`config.mk`:
```
export PLATFORM = sky130hd
export DESIGN_NAME = fmc_adc_lane_deframer
export DESIGN_NICKNAME = d
export VERILOG_FILES = /design/src/rtl/fmc_adc_lane_deframer.sv
export SDC_FILE = /design/constraint.sdc
export NUM_CORES = 1
export LEC_CHECK = 0
export CAP_MARGIN = 20
export CORE_UTILIZATION = 42
export DETAILED_ROUTE_END_ITERATION = 6
export PLACE_DENSITY_LB_ADDON = 0.08
export SYNTH_ARGS = -nofsm -noshare
export SYNTH_HDL_FRONTEND = slang
export SYNTH_SLANG_ARGS = --single-unit
```
`constraint.sdc`:
```
create_clock -name clk_i -period 5.8 [get_ports clk_i]
set_input_delay 1.16 -clock clk_i [delete_from_list [all_inputs] [get_ports clk_i]]
set_output_delay 1.16 -clock clk_i [all_outputs]
set_load 0.1 [all_outputs]
```
`src/rtl/fmc_adc_lane_deframer.sv`:
```
// rtl/fmc_adc_lane_deframer.sv - FR-aligned deframer for four 14-bit ADC lanes captured as bit-pairs
module fmc_adc_lane_deframer #(
  parameter int g_LOCK_FRAMES = 4,
  parameter int g_MAX_ERRORS  = 3
) (
  input  logic        clk_i,
  input  logic        rst_i,
  input  logic [3:0]  lane_odd_i,
  input  logic [3:0]  lane_even_i,
  input  logic        frame_i,
  input  logic        err_clr_i,
  output logic [63:0] sample_o,
  output logic        sample_valid_o,
  output logic        locked_o,
  output logic [15:0] err_cnt_o
);

  typedef enum logic [1:0] {ST_HUNT, ST_CHECK, ST_LOCKED} state_t;

  localparam logic [7:0] LP_LOCK = 8'(g_LOCK_FRAMES);
  localparam logic [7:0] LP_MAXE = 8'(g_MAX_ERRORS);

  state_t      r_state, w_state_nxt;
  logic [2:0]  r_slot;
  logic        r_frame_prev;
  logic        r_mismatch;
  logic [7:0]  r_good, r_bad;
  logic [13:0] r_shift [4];
  logic [63:0] r_sample;
  logic        r_valid, r_locked;
  logic [15:0] r_err_cnt;

  logic       w_align, w_slot_last, w_fr_exp, w_frame_bad;
  logic       w_err_inc, w_emit;
  logic [7:0] w_good_nxt, w_bad_nxt;

  assign w_align     = (r_state == ST_HUNT) && frame_i && !r_frame_prev;
  assign w_slot_last = (r_state != ST_HUNT) && (r_slot == 3'd7);
  assign w_fr_exp    = ~r_slot[2];
  // A mismatch anywhere in the frame, including slot 7 itself, condemns the frame.
  assign w_frame_bad = r_mismatch | (frame_i != w_fr_exp);
  assign w_good_nxt  = r_good + 8'd1;
  assign w_bad_nxt   = r_bad + 8'd1;

  always_comb begin
    w_state_nxt = r_state;
    w_err_inc   = 1'b0;
    w_emit      = 1'b0;
    case (r_state)
      ST_HUNT: begin
        if (w_align) w_state_nxt = ST_CHECK;
      end
      ST_CHECK: begin
        if (w_slot_last) begin
          if (w_frame_bad) begin
            w_err_inc   = 1'b1;
            w_state_nxt = ST_HUNT;
          end else if (w_good_nxt == LP_LOCK) begin
            w_state_nxt = ST_LOCKED;
          end
        end
      end
      ST_LOCKED: begin
        if (w_slot_last) begin
          if (w_frame_bad) begin
            w_err_inc = 1'b1;
            if (w_bad_nxt == LP_MAXE) w_state_nxt = ST_HUNT;
          end else begin
            w_emit = 1'b1;
          end
        end
      end
      default: w_state_nxt = ST_HUNT;
    endcase
  end

  always_ff @(posedge clk_i or posedge rst_i) begin
    if (rst_i) begin
      r_state      <= ST_HUNT;
      r_slot       <= 3'd0;
      r_frame_prev <= 1'b0;
      r_mismatch   <= 1'b0;
      r_good       <= 8'd0;
      r_bad        <= 8'd0;
      for (int n = 0; n < 4; n++) r_shift[n] <= 14'd0;
      r_sample     <= 64'd0;
      r_valid      <= 1'b0;
      r_locked     <= 1'b0;
      r_err_cnt    <= 16'd0;
    end else begin
      r_state      <= w_state_nxt;
      r_frame_prev <= frame_i;
      r_locked     <= (r_state == ST_LOCKED);
      r_valid      <= w_emit;

      // Slot counter parks at 0 while hunting; the aligning cycle is slot 0.
      if (r_state == ST_HUNT) r_slot <= w_align ? 3'd1 : 3'd0;
      else                    r_slot <= r_slot + 3'd1;

      if ((r_state == ST_HUNT) || (r_slot == 3'd7)) r_mismatch <= 1'b0;
      else r_mismatch <= r_mismatch | (frame_i != w_fr_exp);

      if (r_state == ST_HUNT) r_good <= 8'd0;
      else if ((r_state == ST_CHECK) && w_slot_last && !w_frame_bad) r_good <= w_good_nxt;

      if (r_state != ST_LOCKED) r_bad <= 8'd0;
      else if (w_slot_last)     r_bad <= w_frame_bad ? w_bad_nxt : 8'd0;

      if (r_slot != 3'd7) begin
        for (int n = 0; n < 4; n++)
          r_shift[n] <= {r_shift[n][11:0], lane_odd_i[n], lane_even_i[n]};
      end

      if (w_emit) begin
        for (int n = 0; n < 4; n++)
          r_sample[16*n +: 16] <= {{2{r_shift[n][13]}}, r_shift[n]};
      end

      if (err_clr_i)                          r_err_cnt <= 16'd0;
      else if (w_err_inc && ~&r_err_cnt)      r_err_cnt <= r_err_cnt + 16'd1;
    end
  end

  assign sample_o       = r_sample;
  assign sample_valid_o = r_valid;
  assign locked_o       = r_locked;
  assign err_cnt_o      = r_err_cnt;

endmodule
```
# Word-level counts from Yosys, hierarchy flattened
# Index checks and enable logic that the tools add are counted.
[op_classes]
n_bitwise = 2
mux = 24
reduce_logical = 18
eq_ne = 14
n_addsub = 4
[op_table]
columns = ["cell", "count"]
rows = [
  ["$mux W8", 5],
  ["$mux W16", 2],
  ["$add A16 B1 Y16 const B", 1],
  ["$add A8 B1 Y8 const B", 2],
  ["$reduce_and A16 Y1", 1],
  ["$mux W2", 7],
  ["$ne A2 B2 Y1 const B", 6],
  ["$eq A8 B2 Y1 const B", 1],
  ["$eq A8 B3 Y1 const B", 1],
  ["$mux W1", 8],
  ["$reduce_bool A2 Y1", 4],
  ["$logic_and A1 B1 Y1", 6],
  ["$ne A3 B3 Y1 const B", 2],
  ["$pmux W2 S3", 1],
  ["$reduce_and A6 Y1", 1],
  ["$add A3 B1 Y3 const B", 1],
  ["$eq A3 B3 Y1 const B", 1],
  ["$logic_not A1 Y1", 3],
  ["$mux W3", 1],
  ["$eq A2 B1 Y1 const B", 1],
  ["$eq A2 B2 Y1 const B", 1],
  ["$logic_not A2 Y1", 1],
  ["$reduce_or A2 Y1", 1],
  ["$logic_or A1 B1 Y1", 1],
  ["other kinds (3)", 3],
]
[totals]
inputBits = 12
output_inout_bits = 82
regBits = 159
word_cells = 76

# Depth between registers and ports, before layout
# Gate-level depths: netlist of run 1.
[logic_depth]
word_depth = 9
ltp_mapped = 9
mapped_depth_nobuf = 8

# Worst setup path after synthesis of run 1
# No wires, ideal clock.
[synth_timing]
path_kind = "flip-flop to output port"
startpoint = "register sample_o[15] (netlist name)"
endpoint = "output port sample_o[14]"
required_time_ns = 4.640
path_buffers = 1
stages_incl_launch_ff = 2
path_slack_ns = 3.287
arrival_time_ns = 1.353
cell_sequence = "dfrtp_1 buf_4"
[synth_rtl]
columns = ["element", "line_no", "rtl"]
rows = [
  ["end, declared", "12", "output logic [63:0] sample_o,"],
]

# Worst setup path after layout of run 1
[layout_timing]
startpoint = "register r_err_cnt[8], in the netlist err_cnt_o[8]"
endpoint = "output port err_cnt_o[8]"
[layout_rtl]
columns = ["element", "line_no", "rtl"]
rows = [
  ["start, declared", "31", "logic [15:0] r_err_cnt;"],
  ["start signal, assigned", "120", "else if (w_err_inc && ~&r_err_cnt) r_err_cnt <= r_err_cnt + 16'd1;"],
  ["end, declared", "15", "output logic [15:0] err_cnt_o"],
]
# No word-level cell between the ends.

==> results of run 1 <==
## cell type report
class	instances	area, µm²	area share (%)
multi-input combinational	286	2390	29.7
sequential	153	3830	47.5
inverter	10	42.5	0.528
clock buffer	18	439	5.45
tap	184	230	2.85
timing repair buffer	97	961	11.9
clock inverter	14	170	2.11
## metal layers
metal	track usage [%]	wire, µm	up-vias
met3	5.26	610	12
met1	20.5	5320	1953
met2	25.3	5490	69
li1	-	-	1844
met5	0	0	-
met4	6.46	152	0
## logic make-up after synthesis
| family | synth area share, % |
|---|---|
| buffers and inverters | 2.99 |
| flip-flops | 59.8 |
| AO/OA/AOI/OAI | 4.00 |
| XOR/XNOR | 3.83 |
| adder cells (fa/ha/maj) | 1.95 |
| AND/OR/NAND/NOR | 7.27 |
| multiplexers | 20.2 |
## worst max-delay path by stage
| stage | startpoint | endpoint | slack (ns) | depth (start not counted) |
|---|---|---|---|---|
| 5_1_grt | err_cnt_o[8]$_DFFE_PP0P_ | err_cnt_o[8] | 2.50 | 1 |
| 4_1_cts | err_cnt_o[8]$_DFFE_PP0P_ | err_cnt_o[8] | 2.55 | 1 |
| 2_1_floorplan | rst_i | err_cnt_o[0]$_DFFE_PP0P_ | 0.52 | 1 |
| 6_report | err_cnt_o[8]$_DFFE_PP0P_ | err_cnt_o[8] | 2.58 | 1 |
| 3_3_place_gp | frame_i | sample_o[8]$_DFFE_PP0P_ | 2.52 | 5 |
| 3_5_place_dp | frame_i | sample_o[26]$_DFFE_PP0P_ | 2.51 | 5 |
## power breakdown
group	leakage, µW	switching [µW]	internal, µW
Sequential	0.00200	50.7	1140
Combinational	0.00122	96.2	89.9
Clock	0.000307	435	692
Total	0.00353	582	1920
## placed cells by master, fill, tap and decap left out, types with 3 or more instances in the layout
cell               n
and3_1             3
inv_1              8
xnor2_1           13
buf_4              4
clkinv_2           5
clkdlybuf4s50_1   93
ha_1               9
a21oi_1            4
clkbuf_16         17
o21ai_0           16
dfrtp_1          153
nand3_1            5
inv_6              4
xor2_1            15
or3_1              3
a31oi_1            5
bufinv_16          3
nand4_1            5
nor2_1            32
and4_1             3
mux2_2           112
nor2b_1            3
nand2_1           22
nor3_1             6
## registers in the layout, summed over array words and instances (netlist names)
signal / cells
err_cnt_o: 16
r_slot: 3
r_good: 8
r_bad: 8
r_frame_prev: 1
sample_o: 56
r_state: 2
locked_o: 1
sample_valid_o: 1
r_shift: 56
r_mismatch: 1
## per-stage QoR
step / util [%] / hold WS [ns]
floorplan: - / 0.431
global placement: 50.7 / 0.446
detailed placement: 50.7 / 0.467
CTS: 54.9 / 0.477
global route: 54.9 / 0.515
finish: 54.9 / 0.473
==> impl_metrics.tcl, run 1 <==
set metrics [dict create \
    outcome "complete, but fails checks" \
    violations "DRC" \
    p_leak_uw 0.00353 \
    initial_core_util_pct 43.6 \
    areaGrowthSynthToFinish_pct 25.9 \
    synth_commonest_cells "dfrtp_1 (153), mux2_2 (112), nor2_1 (32), nand2_1 (22), o21ai_0 (16)" \
    synth_edf_count 0 \
    drt-initial-drc-count 191 \
    hold_buffers 0 \
    placed_area_um2 7450 \
    cp_max_fo 7 \
    io_buffers 93 \
    firstDrtPassIters 7 \
    layout_min_cycle_time_ns 3.22 \
    insertion_delay_ns 0.41 \
    syn_inst 477 \
    ir_drop_uv 192 \
    cts_tree "done" \
    setup_tns_ns 0 \
    grt_antenna_before_repair 0 \
    synth.avg_cell_area_um2 13.4 \
    worstReg2RegStart "r_slot[0]$_DFF_PP0_" \
    rsz0062_at_grt "false" \
    critical_path.cell_chain "clkdlybuf4s50_1" \
    cts.sinks 153 \
    ctsResizeCount 0 \
    die_h_um 125 \
    fmax_mhz 310 \
    crit_path_end_kind "primary output" \
    cp_data_required_time_ns 4.64 \
    dpl.cell_count 730 \
    cp_num_buf_inv 1 \
    grt_max_degree 66 \
    hold_class "flop to flop" \
    relSlewSlack_pct 32.4 \
    wire_per_inst_um 15.2 \
    drv_slew 0 \
    yosys_warnings 0 \
    post-synth-top-count-cell "dfrtp_1" \
    finalHoldViolations 0 \
    ys_types 48 \
    path_clk_slew_ns 0.06 \
    powerDensity_nw_per_um2 311 \
    fillerInstances 1209 \
    finalPower_uw 2510 \
    post-route-period-util_pct 55.6 \
    reg2reg_to "sample_o[43]$_DFFE_PP0P_" \
    finalSetupViolCount 0 \
    syn_area_um2 6400 \
    whs_path_depth 1 \
    cts_max_level 4 \
    vias 3878 \
    gp_congestion 0.772 \
    setup_slack_ns 2.58 \
    worst_pin_slew_ns 1.01 \
    viasPerCell 5.09 \
    drt-total-wl_um 11600 \
    cp_slowest_stage_delay_ns 1.18 \
    maxCapViolCount 0 \
    cts_buffer_depth 2 \
    rows 44 \
    grt_usage_pct 16.1 \
    synthFlopType "dfrtp_1" \
    grt_pass1_vias 3984 \
    drive_gt1_share_pct 27.5 \
    cts_root_buffer "clkbuf_16" \
    seq_area_frac_synth_pct 59.8 \
    fp.dieArea_um2 15700 \
    synth_nets 499 \
    synth_top_area_share_pct 59.8 \
    die_x_um 125 \
    grt-ovfl-total 0 \
    path_class "flop to primary output" \
    async_reset_ff_share_pct 100 \
    crit_slowest_cell "clkdlybuf4s50_1" \
    cp_top_family "buffers and inverters" \
    grt_pass1_wl_um 19900 \
    ys_ff_latch 153 \
    fin_nets 587 \
    postCtsSetupBuffers 0 \
    critical_path_arrival_ns 2.06 \
    drcViolationCount 8 \
    instances_no_fill 762 \
    skew_ns 0.00746 \
    yosys.area.top_type "dfrtp_1" \
    io_pins 94 \
    reg2reg_depth 8 \
    r2r_setup_slack_ns 2.82 \
    hold_path_end "r_slot[0]$_DFF_PP0_" \
    core_um2 14700 \
    hp-start "r_slot[0]$_DFF_PP0_" \
    ys_top_cells_by_area "dfrtp_1 (60%), mux2_2 (20%), xor2_1 (2.1%)" \
    cts-buffers-inserted 17 \
    post-route-cell-area_um2 8060 \
    dp_hpwl_um 7290 \
    worstSetupStartpointType "flop" \
    place_ws_ns 2.51 \
    antenna_cells 0 \
    ant_nets 0 \
]
(Power assumes the default switching activity.)
==> run 2: changes to the inputs <==
Clock period 5.8 ns to 3.06 ns, I/O delays scaled along.
==> impl_metrics.tcl, run 2 (synthesized netlist as in run 1, its figures left out) <==
set metrics [dict create \
    areaGrowthSynthToFinish_pct 23.1 \
    drive_gt1_share_pct 41.4 \
    cts_tree "done" \
    core_um2 14700 \
    outcome "complete, but fails checks" \
    wire_per_inst_um 15.2 \
    fillerInstances 1231 \
    drv_slew 0 \
    firstDrtPassIters 6 \
    post-route-period-util_pct 77.4 \
    grt-ovfl-total 0 \
    grt_pass1_wl_um 20000 \
    layout_min_cycle_time_ns 2.37 \
    fp.dieArea_um2 15700 \
    placed_area_um2 7300 \
    grt_usage_pct 15.9 \
    drt-total-wl_um 11600 \
    grt_antenna_before_repair 0 \
    critical_path_arrival_ns 2.64 \
    cp_data_required_time_ns 3.33 \
    die_x_um 125 \
    viasPerCell 5.22 \
    ant_nets 0 \
    skew_ns 0.00763 \
    maxCapViolCount 0 \
    hold_buffers 0 \
    antenna_cells 0 \
    grt_pass1_vias 4120 \
    cts-buffers-inserted 17 \
    fmax_mhz 422 \
    final_common_cell "dfrtp_1" \
    grt_max_degree 61 \
    p_leak_uw 0.00368 \
    path_clk_slew_ns 0.06 \
    drcViolationCount 8 \
    gp_congestion 0.760 \
    initial_core_util_pct 43.6 \
    worst_pin_slew_ns 0.659 \
    ctsResizeCount 0 \
    die_h_um 125 \
    io_pins 94 \
    fin_nets 589 \
    cts.sinks 153 \
    finalHoldViolations 0 \
    finalSetupViolCount 0 \
    insertion_delay_ns 0.41 \
    violations "DRC" \
    rows 44 \
    worstSetupStartpointType "flop" \
    hold_class "flop to flop" \
    powerDensity_nw_per_um2 591 \
    drt-initial-drc-count 158 \
    relSlewSlack_pct 56.0 \
    cts_buffer_depth 2 \
    ir_drop_uv 405 \
    finalPower_uw 4660 \
    io_buffers 93 \
    vias 3988 \
    rsz0062_at_grt "false" \
    postCtsSetupBuffers 0 \
    layout_common_cells "dfrtp_1 (153), mux2_2 (112), buf_4 (85)" \
    cts_max_level 4 \
    cts_root_buffer "clkbuf_16" \
    cp_max_fo 17 \
    path_class "flop to flop" \
    setup_tns_ns 0 \
    crit_path_end_kind "flop" \
    dp_hpwl_um 7540 \
    post-route-cell-area_um2 7880 \
]
==> run 2: cell types whose count changed in the layout (fill, tap and decap cells not counted), sizes merged <==
cell,before,now
clkbuf,18,22
clkdlybuf4s50,93,11
bufinv,3,2
clkinv,7,3
buf,4,88
inv,14,10
clkinvlp,0,5
==> run 2: path summary, 6_finish.rpt <==
| path | from | endpoint | slack [ns] | cells past startpoint |
|---|---|---|---|---|
| max reg2reg | r_state[0]$_DFFE_PP0P_ | err_cnt_o[14]$_DFFE_PP0P_ | 0.69 | 8 |
| min reg2reg | r_slot[0]$_DFF_PP0_ | r_slot[0]$_DFF_PP0_ | 0.47 | 1 |
| max | r_state[0]$_DFFE_PP0P_ | err_cnt_o[14]$_DFFE_PP0P_ | 0.69 | 8 |
| min in group asynchronous | rst_i | sample_o[43]$_DFFE_PP0P_ | 0.65 | 2 |
| max in group asynchronous | rst_i | r_shift[47]$_DFFE_PP0P_ | 1.71 | 3 |
| min | r_slot[0]$_DFF_PP0_ | r_slot[0]$_DFF_PP0_ | 0.47 | 1 |
==> run 2: worst max-delay path, stage by stage (launching register included) <==
cell      delay, ns
dfrtp_1        0.37
inv_1          0.07
ha_1           0.39
and2b_1        0.35
o211ai_1       0.15
a311o_2        0.47
nor3_1         0.21
xnor2_1        0.16
nor2_1         0.06
==> run 2: metal layers <==
metal  up-vias  wire (µm)  share of wire, %  GRT usage [%]
met5         -          0                 0              0
met4         0        165               1.4           6.31
met3        15        647               5.6           4.66
met2        99       5710                49           26.0
met1      2032       5100                44           19.9
li1       1842          -                 -              -
==> run 2: through the flow <==
stage          hold WS, ns  util, %  cells  worst slack [ns]
3_3_place_gp         0.447     49.7    732             0.431
5_1_grt              0.518     53.6    764             0.460
6_report             0.469     53.6    764             0.691
4_1_cts              0.477     53.6    764             0.663
3_5_place_dp         0.467     49.7    732             0.346
2_1_floorplan        0.431        -    477             0.517
==> run 2: final cells by class <==
class / instances / area [µm²] / area share (%)
Sequential cell: 153 / 3830 / 48.6
Multi-Input combinational cell: 286 / 2390 / 30.3
Timing Repair Buffer: 99 / 808 / 10.3
Clock buffer: 22 / 464 / 5.89
Tap cell: 184 / 230 / 2.92
Clock inverter: 10 / 118 / 1.49
Inverter: 10 / 41.3 / 0.524
==> run 2: power by group <==
group          leakage, µW  internal (µW)  total [µW]  switching, µW
Sequential         0.00200           2170        2260           96.7
Combinational      0.00141            176         358            182
Clock             0.000273           1240        2040            793
